$ cat src/rtl/contador_n_ud.sv
// Parametrised modulo-N up/down counter with synchronous load, cascade carry (tc)
// and an optional one-shot mode sequenced by a small FSM.
//
// state    | meaning
// ---------+-----------------------------------------------------------
// ST_IDLE  | one-shot not armed (always here when oneshot=0)
// ST_RUN   | one-shot armed; counter steps on en until it wraps
// ST_DONE  | one-shot finished; q holds its wrap value until rearmed
module contador_n_ud #(
    parameter int WIDTH = 8
) (
    input  logic             clk,
    input  logic             rst,
    input  logic             en,
    input  logic             up_dn,
    input  logic             load,
    input  logic [WIDTH-1:0] d,
    input  logic [WIDTH-1:0] n,
    input  logic             oneshot,
    input  logic             start,
    output logic [WIDTH-1:0] q,
    output logic             wrap,
    output logic             tc,
    output logic             done,
    output logic             busy
);

    typedef enum logic [1:0] {
        ST_IDLE = 2'd0,
        ST_RUN  = 2'd1,
        ST_DONE = 2'd2
    } state_t;

    localparam logic [WIDTH-1:0] ONE = WIDTH'(1);

    state_t           state_q, state_d;
    logic [WIDTH-1:0] q_q, q_d;
    logic             wrap_q, wrap_d;

    logic [WIDTH-1:0] term_m;
    logic [WIDTH-1:0] d_clamped;
    logic             step;
    logic             at_top;
    logic             at_zero;
    logic             tc_c;

    // n=0 naturally yields all-ones, giving the full binary range.
    assign term_m = n - ONE;

    always_comb begin
        step      = en & (~oneshot | (state_q == ST_RUN));
        at_top    = (q_q >= term_m);
        at_zero   = (q_q == '0);
        tc_c      = step & (up_dn ? at_top : at_zero);
        d_clamped = (d > term_m) ? term_m : d;
        q_d       = q_q;
        wrap_d    = 1'b0;
        if (load) begin
            q_d = d_clamped;
        end else if (step) begin
            if (up_dn) begin
                if (at_top) begin
                    q_d    = '0;
                    wrap_d = 1'b1;
                end else begin
                    q_d = q_q + ONE;
                end
            end else begin
                if (at_zero) begin
                    q_d    = term_m;
                    wrap_d = 1'b1;
                end else if (q_q > term_m) begin
                    // modulus was lowered below the current count
                    q_d = term_m;
                end else begin
                    q_d = q_q - ONE;
                end
            end
        end
    end

    always_comb begin
        state_d = state_q;
        if (!oneshot) begin
            state_d = ST_IDLE;
        end else begin
            case (state_q)
                ST_IDLE: if (start)  state_d = ST_RUN;
                ST_RUN:  if (wrap_d) state_d = ST_DONE;
                ST_DONE: if (start)  state_d = ST_RUN;
                default:             state_d = ST_IDLE;
            endcase
        end
    end

    always_ff @(posedge clk or posedge rst) begin
        if (rst) begin
            state_q <= ST_IDLE;
            q_q     <= '0;
            wrap_q  <= 1'b0;
        end else begin
            state_q <= state_d;
            q_q     <= q_d;
            wrap_q  <= wrap_d;
        end
    end

    assign q    = q_q;
    assign wrap = wrap_q;
    assign tc   = tc_c;
    assign busy = (state_q == ST_RUN);
    assign done = (state_q == ST_DONE);

endmodule

$ cat config.mk
export PLATFORM = sky130hd
export DESIGN_NAME = contador_n_ud
export DESIGN_NICKNAME = d
export VERILOG_FILES = /design/src/rtl/contador_n_ud.sv
export SDC_FILE = /design/constraint.sdc
export NUM_CORES = 1
export LEC_CHECK = 0
export ABC_AREA = 1
export CORE_UTILIZATION = 55
export DETAILED_ROUTE_END_ITERATION = 10
export PLACE_DENSITY = 0.84
export SYNTH_ARGS = -nofsm -noshare
export SYNTH_HDL_FRONTEND = slang
export SYNTH_SLANG_ARGS = --single-unit
$ cat constraint.sdc
create_clock -name clk -period 5.75 [get_ports clk]
set_clock_uncertainty 0.2 [all_clocks]
set_input_delay 0.575 -clock clk [delete_from_list [all_inputs] [get_ports clk]]
set_output_delay 0.575 -clock clk [all_outputs]
set_load 0.02 [all_outputs]
==> impl_metrics.env <==
export IMPL_clockBufferDepth=2
export IMPL_grt_max_degree=13
export IMPL_fin_crit_sh_pct=75.15
export IMPL_cellPowerDensity_nw_per_um2=211.3
export IMPL_final_hold_viol_count=0
export IMPL_cts_hold_buf=0
export IMPL_initial_core_util_pct=58.17
export IMPL_synthTopCellsByArea="dfrtp_1 15%, nand2_1 14%, ha_1 10%"
export IMPL_clkSinkCount=11
export IMPL_cts_setup_buffers=0
export IMPL_maxCapViolations=0
export IMPL_synth_area_leader_cell="dfrtp_1"
export IMPL_dp_cells=360
export IMPL_gp_congestion=0.8721
export IMPL_path_clk_slew_ns=0.07
export IMPL_synth_seq_area_share_pct=15.37
export IMPL_yosysUniqueCellTypes=34
export IMPL_critPathMaxFanout=7
export IMPL_cp_arrival_ns=3.55
export IMPL_synthCells=286
export IMPL_drive_above_1_share_pct=13.44
export IMPL_synth_area_um2=1790
export IMPL_yosysWarnings=0
export IMPL_nNetsFinal=359
export IMPL_setup_tns_ns=0
export IMPL_vias=1930
export IMPL_end_kind="output pin"
export IMPL_viasPerCell=5.302
export IMPL_hold_path_class="reg -> reg"
export IMPL_fp_dieH_um=59.06
export IMPL_synth_top_cell_area_share_pct=15.37
export IMPL_fmax_mhz=231.4
export IMPL_first_global_vias=1673
export IMPL_hold_ws_ns=0.3479
export IMPL_synth_seq_cells=11
export IMPL_layoutNonFillerInstCount=364
export IMPL_die_w_um=59.06
export IMPL_min_period_ns=4.321
export IMPL_drc=0
export IMPL_cp_data_required_time_ns=4.97
export IMPL_path_class="in -> out"
export IMPL_syn_area_per_cell_um2=6.260
export IMPL_power_static_leakage_nw=1.134
export IMPL_ioPinCount=35
export IMPL_finalSetupViolations=0
export IMPL_clk_latency_ns=0.27
export IMPL_ir_worst_vdd_mv=0.1791
export IMPL_worst_slack_ns=1.429
export IMPL_cts_resized=0
export IMPL_n_fill_cell=296
export IMPL_rsz0062_at_grt="false"
export IMPL_max_slew_margin_rel_pct=68.78
export IMPL_cts_made_buffers=3
export IMPL_power_mw=0.4615
export IMPL_cts_tree="built"
export IMPL_start_kind="input port"
export IMPL_cts_root_buffer_cell="clkbuf_4"
export IMPL_first_pass_iters=4
export IMPL_dp_hpwl_um=3730
export IMPL_drt_wl_total_um=4518
export IMPL_rows=20
export IMPL_dieArea_um2=3487
export IMPL_grt_first_pass_wirelength_um=7569
export IMPL_status="finished clean"
export IMPL_wire_per_inst_um=12.41
export IMPL_overflow=0
export IMPL_finalMaxSlewViolations=0
export IMPL_synth_net_count=324
export IMPL_place_ws_ns=1.446
export IMPL_diodes=0
export IMPL_portBuffers=34
export IMPL_htree_levels=1
export IMPL_area_growth_pct=22.01
export IMPL_antenna_left=0
export IMPL_initialDrtViolationCount=75
export IMPL_antenna_found_initial=0
export IMPL_coreArea_um2=3078
export IMPL_tightestPinTransition_ns=0.4667
export IMPL_track_usage_pct=28.31
## power by group
group,total [mW],internal [mW],switching (mW),leakage (nW)
logic,0.290,0.120,0.170,0.987
registers,0.118,0.0901,0.0277,0.133
clock network,0.0542,0.0269,0.0272,0.0150
total,0.462,0.237,0.225,1.13
## cells in the mapped netlist
| cell | number |
|---|---|
| nor2_4 | 4 |
| inv_2 | 6 |
| nand3b_1 | 2 |
| a31o_2 | 1 |
| nand2_1 | 68 |
| clkbuf_1 | 2 |
| xor2_1 | 9 |
| nor3_1 | 2 |
| buf_2 | 1 |
| nor3b_2 | 1 |
| buf_8 | 1 |
| xor3_1 | 1 |
| nand2_2 | 12 |
| o21ai_1 | 3 |
| a21oi_1 | 9 |
| nand4_1 | 3 |
| o22ai_1 | 1 |
| clkinv_2 | 1 |
| or2_2 | 1 |
| nor2_1 | 37 |
| xnor2_1 | 2 |
| nand3_1 | 26 |
| o21ai_0 | 9 |
| ha_1 | 15 |
| inv_1 | 38 |
| nor2_2 | 1 |
| a21oi_2 | 5 |
| nand2_4 | 4 |
| o31ai_1 | 1 |
| dfrtp_1 | 11 |
| o211ai_1 | 4 |
| a21boi_1 | 1 |
| o21ai_2 | 2 |
| nand4_2 | 2 |
## layout by cell type, fill, tap and decap left out
cell,n
nand3_1,26
xor3_1,1
a31o_2,1
o31ai_1,1
clkbuf_4,3
nand2_1,68
nand2_4,4
or2_2,1
clkinv_2,1
nand3b_1,2
nand4_1,3
clkdlybuf4s50_1,34
ha_1,15
o21ai_1,3
nand2_2,12
nor2_4,4
xor2_1,9
o21ai_2,2
inv_2,6
nor3b_2,1
inv_1,38
nand4_2,2
o21ai_0,9
clkbuf_1,1
nor2_1,37
xnor2_1,2
nor2_2,1
a21boi_1,1
dfrtp_1,11
o211ai_1,4
a21oi_1,9
nor3_1,2
o22ai_1,1
a21oi_2,5
## sequential cells by signal (all words and copies together), names as in the netlist
register  cells
q             8
state_q       2
wrap          1
## routing by layer
| metal | vias to the layer above | GRT usage, % | share of wire [%] |
|---|---|---|---|
| met3 | 9 | 4.367 | 6.3 |
| met5 | - | 0 | 0 |
| li1 | 982 | - | - |
| met1 | 866 | 40.92 | 46 |
| met2 | 73 | 44.64 | 46 |
| met4 | 0 | 5.782 | 1.4 |
## metrics by stage
| step | instance area (µm²) | util (%) |
|---|---|---|
| 3_3_place_gp | 2158 | 70.12 |
| 5_1_grt | 2185 | 70.98 |
| 3_5_place_dp | 2158 | 70.12 |
| 4_1_cts | 2185 | 70.98 |
| 6_report | 2185 | 70.98 |
| 2_1_floorplan | 1790 | - |
## logic make-up after synthesis
kind of cell | count (synthesis) | synth area share (%)
AOI/OAI and AO/OA | 36 | 12.65
xor gates and xnor gates | 12 | 6.709
adders and majority gates | 15 | 10.48
buffers and inverters | 49 | 11.04
DFF | 11 | 15.37
and+or+nand+nor | 163 | 43.74
## path summary, 6_finish.rpt
| check | start | end | slack, ns | cells after the start |
|---|---|---|---|---|
| max | n[0] | tc | 1.43 | 16 |
| min | state_q[1]$_DFFE_PP0P_ | state_q[1]$_DFFE_PP0P_ | 0.35 | 2 |
| max reg2reg | q[1]$_DFFE_PP0P_ | q[3]$_DFFE_PP0P_ | 3.52 | 14 |
| min reg2reg | state_q[1]$_DFFE_PP0P_ | state_q[1]$_DFFE_PP0P_ | 0.35 | 2 |
| max in group asynchronous | rst | q[2]$_DFFE_PP0P_ | 4.68 | 2 |
| min in group asynchronous | rst | state_q[0]$_DFFE_PP0P_ | 0.38 | 2 |
## final cells by class
class	count	area (µm²)	area share, %
multi-input cells	226	1318	60.31
repair buffers	34	340.3	15.58
flip-flops and latches	11	275.3	12.60
inverters	45	170.2	7.789
well taps	44	55.05	2.520
clock buffers	4	26.28	1.203
## worst max-delay path, cell delays in order
cell and delay (ns):
clkdlybuf4s50_1 0.43, inv_1 0.23, ha_1 0.28, inv_1 0.05
nor2_1 0.13, nand2_1 0.07, nand2_1 0.06, inv_1 0.08
ha_1 0.28, nand2_1 0.06, nor2_2 0.11, nand4_2 0.15
nand2_1 0.14, nor2_4 0.07, nor3b_2 0.19, clkdlybuf4s50_1 0.63
Note: power is estimated with default switching activity, not from simulation.
